## src/rtl/hex_display_driver.sv

```systemverilog
// ---------------------------------------------------------------------------
// hex_display_driver
//
// Purpose:
//   Converts a 64-bit unsigned register value into four 7-segment digits
//   (thousands..units) with a sequential double-dabble converter. Values
//   above 9999 show dashes on all four displays and raise ovf.
//
// Timing:
//   A load accepted at edge N starts the conversion. Edges N+1..N+14 each
//   perform one double-dabble step. At edge N+15 the displays and ovf are
//   updated, done pulses for one cycle and busy drops. load is ignored
//   while busy is high, including the DONE cycle.
//
// Ports:
//   clk              in   1   clock, rising edge
//   rst              in   1   synchronous active-high reset
//   value            in   64  value to display, sampled on an accepted load
//   load             in   1   conversion request, accepted while busy=0
//   busy             out  1   conversion in progress
//   done             out  1   one-cycle pulse when the displays update
//   ovf              out  1   last accepted value exceeded 9999
//   HEX3..HEX0       out  7   active-low segments {g,f,e,d,c,b,a}
//
// Configuration macro:
//   HEX_LEADING_ZERO_BLANK_EN  when defined, leading zero digits on
//                              HEX3..HEX1 are blanked; HEX0 always shows.
// ---------------------------------------------------------------------------
module hex_display_driver (
  input  logic        clk,
  input  logic        rst,
  input  logic [63:0] value,
  input  logic        load,
  output logic        busy,
  output logic        done,
  output logic        ovf,
  output logic [6:0]  HEX3,
  output logic [6:0]  HEX2,
  output logic [6:0]  HEX1,
  output logic [6:0]  HEX0
);

  localparam logic [1:0] S_IDLE  = 2'd0;
  localparam logic [1:0] S_SHIFT = 2'd1;
  localparam logic [1:0] S_DONE  = 2'd2;

  localparam logic [6:0] SEG_BLANK = 7'h7F;
  localparam logic [6:0] SEG_DASH  = 7'h3F;

  // Index of the last double-dabble step (14 steps for a 14-bit operand).
  localparam logic [3:0] LAST_STEP = 4'd13;

  logic [1:0]  r_state;
  logic [13:0] r_bin;
  logic [15:0] r_bcd;
  logic [3:0]  r_count;
  logic        r_ovfLatch;
  logic        r_busy;
  logic        r_done;
  logic        r_ovf;
  logic [6:0]  r_hex3;
  logic [6:0]  r_hex2;
  logic [6:0]  r_hex1;
  logic [6:0]  r_hex0;

  logic [15:0] w_bcdAdj;
  logic [29:0] w_shift;
  logic [6:0]  w_hex3;
  logic [6:0]  w_hex2;
  logic [6:0]  w_hex1;
  logic [6:0]  w_hex0;

  function automatic logic [6:0] segEncode(input logic [3:0] digit);
    logic [6:0] seg;
    case (digit)
      4'd0:    seg = 7'h40;
      4'd1:    seg = 7'h79;
      4'd2:    seg = 7'h24;
      4'd3:    seg = 7'h30;
      4'd4:    seg = 7'h19;
      4'd5:    seg = 7'h12;
      4'd6:    seg = 7'h02;
      4'd7:    seg = 7'h78;
      4'd8:    seg = 7'h00;
      4'd9:    seg = 7'h10;
      default: seg = SEG_BLANK;
    endcase
    return seg;
  endfunction

  function automatic logic [3:0] addThree(input logic [3:0] digit);
    return (digit >= 4'd5) ? (digit + 4'd3) : digit;
  endfunction

  // Double-dabble step: correct each BCD digit, then shift {bcd,bin} left.
  // Only 14 binary bits are converted; values that need a fifth digit are
  // overflow cases and show dashes, so losing the top BCD bit is harmless.
  assign w_bcdAdj = {addThree(r_bcd[15:12]), addThree(r_bcd[11:8]),
                     addThree(r_bcd[7:4]),   addThree(r_bcd[3:0])};
  assign w_shift  = {w_bcdAdj, r_bin} << 1;

  // Segment patterns for the finished conversion, with optional leading
  // zero blanking; overflow overrides everything with dashes.
  always_comb begin
    w_hex3 = segEncode(r_bcd[15:12]);
    w_hex2 = segEncode(r_bcd[11:8]);
    w_hex1 = segEncode(r_bcd[7:4]);
    w_hex0 = segEncode(r_bcd[3:0]);
`ifdef HEX_LEADING_ZERO_BLANK_EN
    if (r_bcd[15:12] == 4'd0) begin
      w_hex3 = SEG_BLANK;
    end
    if (r_bcd[15:8] == 8'd0) begin
      w_hex2 = SEG_BLANK;
    end
    if (r_bcd[15:4] == 12'd0) begin
      w_hex1 = SEG_BLANK;
    end
`else
`endif
    if (r_ovfLatch) begin
      w_hex3 = SEG_DASH;
      w_hex2 = SEG_DASH;
      w_hex1 = SEG_DASH;
      w_hex0 = SEG_DASH;
    end
  end

  // Control FSM and datapath. done defaults low so it only pulses in DONE.
  always_ff @(posedge clk) begin
    if (rst) begin
      r_state    <= S_IDLE;
      r_bin      <= '0;
      r_bcd      <= '0;
      r_count    <= '0;
      r_ovfLatch <= 1'b0;
      r_busy     <= 1'b0;
      r_done     <= 1'b0;
      r_ovf      <= 1'b0;
      r_hex3     <= SEG_BLANK;
      r_hex2     <= SEG_BLANK;
      r_hex1     <= SEG_BLANK;
      r_hex0     <= SEG_BLANK;
    end else begin
      r_done <= 1'b0;
      case (r_state)
        S_IDLE: begin
          if (load) begin
            r_bin      <= value[13:0];
            r_bcd      <= '0;
            r_count    <= '0;
            r_ovfLatch <= (value > 64'd9999);
            r_busy     <= 1'b1;
            r_state    <= S_SHIFT;
          end
        end
        S_SHIFT: begin
          r_bcd   <= w_shift[29:14];
          r_bin   <= w_shift[13:0];
          r_count <= r_count + 4'd1;
          if (r_count == LAST_STEP) begin
            r_state <= S_DONE;
          end
        end
        S_DONE: begin
          r_hex3  <= w_hex3;
          r_hex2  <= w_hex2;
          r_hex1  <= w_hex1;
          r_hex0  <= w_hex0;
          r_ovf   <= r_ovfLatch;
          r_done  <= 1'b1;
          r_busy  <= 1'b0;
          r_state <= S_IDLE;
        end
        default: begin
          r_state <= S_IDLE;
          r_busy  <= 1'b0;
        end
      endcase
    end
  end

  assign busy = r_busy;
  assign done = r_done;
  assign ovf  = r_ovf;
  assign HEX3 = r_hex3;
  assign HEX2 = r_hex2;
  assign HEX1 = r_hex1;
  assign HEX0 = r_hex0;

endmodule

```

## config.mk

```make
export PLATFORM = sky130hd
export DESIGN_NAME = hex_display_driver
export DESIGN_NICKNAME = d
export VERILOG_FILES = /design/src/rtl/hex_display_driver.sv
export SDC_FILE = /design/constraint.sdc
export NUM_CORES = 1
export LEC_CHECK = 0
export CAP_MARGIN = 20
export CELL_PAD_IN_SITES_DETAIL_PLACEMENT = 0
export CELL_PAD_IN_SITES_GLOBAL_PLACEMENT = 1
export CORE_ASPECT_RATIO = 1.4
export CORE_UTILIZATION = 30
export DETAILED_ROUTE_END_ITERATION = 7
export PLACE_DENSITY_LB_ADDON = 0.1
export SYNTH_ARGS = -nofsm -noshare
export SYNTH_HDL_FRONTEND = slang
export SYNTH_SLANG_ARGS = --single-unit
```

## constraint.sdc

```tcl
create_clock -name clk -period 2.4 [get_ports clk]
set_input_delay 0.48 -clock clk [delete_from_list [all_inputs] [get_ports clk]]
set_output_delay 0.48 -clock clk [all_outputs]
set_load 0.005 [all_outputs]
```

==> results of run 1 <==
-- cell usage in the layout (no fill, tap or decap), types with 4 or more instances in the layout --
| cell | Yosys | final |
|---|---|---|
| a21oi_1 | 24 | 21 |
| dfxtp_1 | 96 | 92 |
| dfxtp_2 | 0 | 4 |
| nor3_2 | 1 | 5 |
| a21oi_2 | 1 | 4 |
| o221ai_1 | 16 | 16 |
| nor3_1 | 43 | 39 |
| ha_1 | 30 | 29 |
| a211oi_1 | 5 | 4 |
| clkbuf_16 | 0 | 9 |
| buf_4 | 2 | 59 |
| and3_1 | 4 | 4 |
| nor2_1 | 78 | 76 |
| and4b_1 | 4 | 4 |
| a211oi_2 | 7 | 6 |
| nand3_1 | 15 | 15 |
| nand2_1 | 20 | 20 |
| inv_1 | 23 | 22 |
| o21ai_0 | 39 | 38 |
| and2_1 | 4 | 4 |
| o21a_1 | 4 | 4 |
| nand2b_1 | 10 | 9 |
| nand4_1 | 5 | 5 |
| nor4_1 | 15 | 15 |
| clkdlybuf4s50_1 | 0 | 97 |
| a211o_1 | 7 | 6 |
| inv_2 | 3 | 4 |
| nand3b_1 | 5 | 5 |
-- power groups by stage --
stage               Combinational (W)  Sequential, W  Clock [W]
floorplan                    0.000144        0.00168          0
global placement             0.000324        0.00168          0
detailed placement           0.000327        0.00168          0
CTS                          0.000328        0.00165    0.00156
global route                 0.000364        0.00165    0.00163
finish                       0.000329        0.00165    0.00151
-- worst max-delay path, stage by stage (launching register included) --
cell and delay, ns:
dfxtp_1 0.35, inv_1 0.10, ha_1 0.19, nand2b_1 0.17
buf_4 0.16, a21o_1 0.25, a211o_2 0.36, ha_1 0.33
a21oi_1 0.08, o21a_1 0.20
-- per-layer routing --
layer | up-vias | track usage | share of wire
met2 | 116 | 0.297 | 0.50
li1 | 2259 | - | -
met5 | - | 0 | 0
met3 | 25 | 0.0286 | 0.044
met4 | 0 | 0.0733 | 0.034
met1 | 2091 | 0.185 | 0.42
-- worst max path at each step --
stage           endpoint  slack [ns]  cells past startpoint  startpoint
2_1_floorplan  flip-flop        0.02                      8         rst
3_3_place_gp   flip-flop       -0.17                      9        load
3_5_place_dp   flip-flop       -0.23                      7         rst
4_1_cts        flip-flop        0.04                     10    r_bcd[5]
5_1_grt        flip-flop       -0.01                     10    r_bcd[5]
6_report       flip-flop        0.11                      9    r_bcd[5]
-- final cells by class --
class                           instances  share of cell area
Multi-Input combinational cell        395               0.400
Sequential cell                        96               0.288
Timing Repair Buffer                  157               0.213
Clock buffer                           11              0.0378
Tap cell                              196              0.0367
Inverter                               27              0.0152
Clock inverter                          5             0.00917
-- through the flow --
stage / TNS [ns] / hold slack [ns] / utilization / instance area [um^2]
3_3_place_gp: -2.34 / 0.448 / 0.404 / 6250
2_1_floorplan: 0 / 0.441 / - / 4730
5_1_grt: -0.0531 / 0.481 / 0.432 / 6690
6_report: 0 / 0.465 / 0.432 / 6690
4_1_cts: 0 / 0.467 / 0.424 / 6570
3_5_place_dp: -3.09 / 0.456 / 0.404 / 6250
-- repair_timing --
item                       4_1_cts  5_1_grt
pin swaps                        0        5
setup endpoints to repair        1       15
resized for setup                1       30
-- logic make-up (layout without fill, tap and decap cells) --
logic type / after synthesis / count (layout)
xor gates and xnor gates: 2 / 2
buffers and inverters: 60 / 200
AOI/OAI and AO/OA: 139 / 139
muxes: 1 / 1
DFF: 96 / 96
and+or+nand+nor: 223 / 223
adders and majority gates: 30 / 30
==> metrics.cfg, run 1 <==
[drt]
num_vias=4491
wl_mm=12.6
via_per_inst=5.06
drc=0
dr.pass1.iters=6
drt_iter0_drc=99
wl_per_cell_um=14.3
drtAntennaViolNets=0

[placed_design]
pre_cts_slack_ns=-0.226
place_hpwl_mm=9.34
place_inst=871
gp_congestion=0.767
port_buffers=97

[run]
maxCapViolCount=0

[pwr]
total_power_w=0.00349
power_frac_comb=0.094
seqPwrFrac=0.472
p_clk_frac=0.434
power.density_nw_per_um2=521
p_int_w=0.00267
ir_drop_mv=0.293
switching_power_w=0.000815
switching_share=0.234
p_leak_nw=2.67

[critical_path]
critical_path_required_ns=2.64
worst_setup_path_start_kind=flip-flop
arrival_ns=2.53
crit_fanout=4
critPathCaptureType=flip-flop
reg2reg_depth=9
r2r_start=r_bcd[5]
criticalPathCategory=flip-flop to flip-flop
rrSetupSlack_ns=0.11

[final_layout]
drive_above_1_share=0.182
num-fill-cells=1551
multiInputGateArea_um2=2670
fin_nets=783
layout.cells.non_filler=887
ff_latch_area_um2=1930
antenna-diode-count=0
syn2layout_area_growth_pct=41.3

[global_route]
grt_max_degree=31
overflow=0
grt_antenna_before_repair=0
first_global_vias=4498
grt_pass1_wl_mm=20.8
track_usage=0.164

[clock_network]
cts-root-buf=clkbuf_16
clk_path_buf_depth=2
clk_pin_slew_ns=0.07
numClockSinks=96
cts_buffers=9
cts_setup_buffers=0
clk-insertion-delay-late_ns=0.35
hold_buffers=0
cts_tree=done
htreeDepth=3

[synthesis]
ys_top_cells_by_count=96 x dfxtp_1, 78 x nor2_1, 43 x nor3_1
synth.avg_cell_area_um2=8.59
ys_warn_count=0
dominantRegCellSynth=dfxtp_1
synth_top_area_share=0.406
syn-cell-area_um2=4730
synth_fa_ha_area_frac=0.0793
synthMuxAreaShare=0.00238
syn_nets=648
synth.area.top_cells=dfxtp_1 41%, ha_1 7.9%, nor2_1 6.2%
seq_area_frac_synth=0.406
syn_inst=551
synth-xor-area-share=0.00370
synth_cell_types=64
synthSimpleGateAreaFrac=0.243
yosys_register_bits=96
synth-edff-count=0
synth_top_family_by_area=simple AND/OR/NAND/NOR gates
synth-compound-area-share=0.212
yosysMostFrequentCell=dfxtp_1
yosysTopAreaCell=dfxtp_1
async_flop_share=0

[floorplanning]
num_rows=54
dieArea_um2=16300
die_x_um=108
core_area_um2=15500
io-pin-count=98
initial_core_util=0.306
die_y_um=151

[timing]
post-route-min-period_ns=2.29
worst_slack_ns=0.108
max_slew_margin=0.537
skew_ns=0.00619
fmax_ghz=0.436
timing.final.crit_share=0.955
slew_violations=0
finalHoldViolations=0
tightest_slew_ns=0.693
setup_viol=0

[run_status]
outcome=completed

[hold_path]
hold_start=ovf
hold_path.class=flip-flop to flip-flop
holdPathEnd=ovf
worstHoldPathCells=2

Power figures use the tool's default switching activity.
==> inputs of run 2 (changes only) <==
--- a/config.mk
+++ b/config.mk
@@ -9,7 +9,7 @@
 export CELL_PAD_IN_SITES_DETAIL_PLACEMENT = 0
 export CELL_PAD_IN_SITES_GLOBAL_PLACEMENT = 1
 export CORE_ASPECT_RATIO = 1.4
-export CORE_UTILIZATION = 30
+export CORE_UTILIZATION = 34
 export DETAILED_ROUTE_END_ITERATION = 7
 export PLACE_DENSITY_LB_ADDON = 0.1
 export SYNTH_ARGS = -nofsm -noshare
==> metrics.cfg, run 2 (synthesized netlist as in run 1, its figures left out) <==
[critical_path]
criticalPathCategory=flip-flop to flip-flop
cp_num_buf_inv=1  ; -1
crit_fanout=2  ; -2
critical_path_required_ns=2.64  ; about the same
path_cells=inv_1, ha_1, nand2b_1, a21oi_2, xnor2_1, nand2_1, a21oi_2, ha_1, or4b_1, o221a_2
critPathSlowestCell=or4b_1
arrival_ns=2.50  ; -0.03 ns
cp_slowest_stage_delay_ns=0.50  ; +0.14 ns
critPathTopFamily=simple AND/OR/NAND/NOR gates
critPathCaptureType=flip-flop
worst_setup_path_start_kind=flip-flop

[final_layout]
drive_above_1_share=0.178  ; -0.00418
final_util=0.499  ; +0.0670
syn2layout_area_growth_pct=41.8
final_cell_mix=96 x clkdlybuf4s50_1, 91 x dfxtp_1, 76 x nor2_1
design_area_um2=6710  ; +0.41%
antenna-diode-count=0  ; unchanged
fin_nets=789  ; +0.77%
mostFrequentLayoutCell=clkdlybuf4s50_1
num-fill-cells=1310  ; -16%

[placed_design]
port_buffers=97  ; unchanged
gp_congestion=0.837  ; +9.1%
placed_area_um2=6280  ; +0.52%
pre_cts_slack_ns=-0.277  ; -0.0515 ns
place_hpwl_mm=8.85  ; -5.3%

[pwr]
p_leak_nw=2.70  ; +1.1%
seqPwrFrac=0.455  ; -0.017
switching_share=0.218  ; -0.0154
p_int_w=0.00282  ; +5.7%
ir_drop_mv=0.310  ; +5.6%
power_frac_comb=0.092  ; -0.002
power.density_nw_per_um2=538  ; +3.2%
switching_power_w=0.000789  ; -3.2%
p_clk_frac=0.453  ; +0.019

[clock_network]
clk_path_buf_depth=2  ; unchanged
clk-insertion-delay-late_ns=0.34  ; about the same
cts_buffers=9  ; unchanged
htreeDepth=3  ; unchanged
clk_pin_slew_ns=0.07  ; about the same
cts-root-buf=clkbuf_16
numClockSinks=96  ; unchanged
hold_buffers=0  ; unchanged
cts_tree=done

[drt]
via_per_inst=5.12  ; +1.1%
drt-met1-wl_mm=4.87  ; -8.3%
drt_iter0_drc=144  ; +45%
drtAntennaViolNets=0  ; unchanged
wl_met3_um=635  ; +15%
wl_mm=11.8  ; -6.4%
num_vias=4493  ; +0.045%
highest_layer=met4
dr.pass1.iters=4  ; -2
wl_per_cell_um=13.5  ; -5.4%
drc=0  ; unchanged
wl_met2_mm=6.08  ; -4.2%

[global_route]
grt_max_degree=31  ; unchanged
first_global_vias=4367  ; -2.9%
grt_pass1_wl_mm=20.3  ; -2.7%
track_usage=0.177  ; +0.0134
overflow=0  ; unchanged
grt_antenna_before_repair=0  ; unchanged

[timing]
fmax_ghz=0.442  ; +1.4%
grt_setup_unrepaired=false
worst_slack_ns=0.139  ; +0.0316 ns
post-route-min-period_ns=2.26  ; -0.0316 ns
setup_viol=0  ; unchanged
skew_ns=0.00727  ; +0.00107 ns
finalHoldViolations=0  ; unchanged
max_slew_margin=0.642  ; +0.106
tightest_slew_ns=0.523  ; -0.170 ns
fin_setup_tns_ns=0  ; unchanged
timing.final.crit_share=0.942  ; -0.0132
slew_violations=0  ; unchanged

[run_status]
outcome=completed

[floorplanning]
io-pin-count=98  ; unchanged
die_y_um=142  ; -6.0%
core_area_um2=13500  ; -13%
dieArea_um2=14400  ; -12%
die_x_um=102  ; -6.0%
initial_core_util=0.352  ; +0.0460
num_rows=50  ; -7.4%

[hold_path]
hold_path.class=flip-flop to flip-flop

[run]
maxCapViolCount=0  ; unchanged

## run 2: cell types whose count changed in the layout (fill, tap and decap cells not counted), moves of 2 or more
cell and delta:
a2111oi_2 -2, nor3_1 +4, nor3_2 -4, a211oi_2 +2
buf_4 +6, bufinv_16 +2, clkbuf_8 -2, a211oi_4 -2
## run 2: tightest hold or removal path, delay by kind of cell, from the launching register on
family,cells,cell delay (ns)
DFF,1,0.31
and+or+nand+nor,1,0.05
AOI/OAI and AO/OA,1,0.05
## run 2: repair_timing
item | in CTS | in global routing
pin swaps | 0 | 4
setup buffers | 0 | 1
endpoints found under the setup margin | 6 | 19
gates resized for setup | 2 | 20
## run 2: area by class of cell
type	count	area, um^2	area share
multi-input cells	395	2640	0.392
flip-flops and latches	96	1930	0.287
repair buffers	163	1480	0.221
well taps	182	228	0.0339
clock buffers	9	225	0.0335
clock inverters	6	115	0.0171
inverters	27	101	0.0151
## run 2: path summary, 6_finish.rpt
| path | depth (start not counted) | startpoint | end | slack [ns] |
|---|---|---|---|---|
| worst min register to register | 2 | ovf | ovf | 0.46 |
| worst max register to register | 10 | r_bcd[9] | flip-flop | 0.14 |
| worst min-delay path | 2 | ovf | ovf | 0.46 |
| worst max-delay path | 10 | r_bcd[9] | flip-flop | 0.14 |
## run 2: metrics by stage
step | cells | hold slack [ns] | power, W
global placement | 862 | 0.452 | 0.00201
global route | 878 | 0.488 | 0.00377
finish | 878 | 0.460 | 0.00361
floorplan | 551 | 0.441 | 0.00182
detailed placement | 862 | 0.457 | 0.00201
CTS | 877 | 0.467 | 0.00366
## run 2: power by group through the flow
| stage | Sequential, W | Combinational, W | Clock (W) |
|---|---|---|---|
| global route | 0.00165 | 0.000366 | 0.00175 |
| detailed placement | 0.00168 | 0.000333 | 0 |
| floorplan | 0.00168 | 0.000144 | 0 |
| finish | 0.00165 | 0.000332 | 0.00164 |
| CTS | 0.00164 | 0.000335 | 0.00168 |
| global placement | 0.00168 | 0.000329 | 0 |
## run 2: routing by layer
layer | global-route usage | up-vias
met5 | 0 | -
met4 | 0.0686 | 0
met3 | 0.0399 | 17
met2 | 0.320 | 112
met1 | 0.199 | 2086
li1 | - | 2278
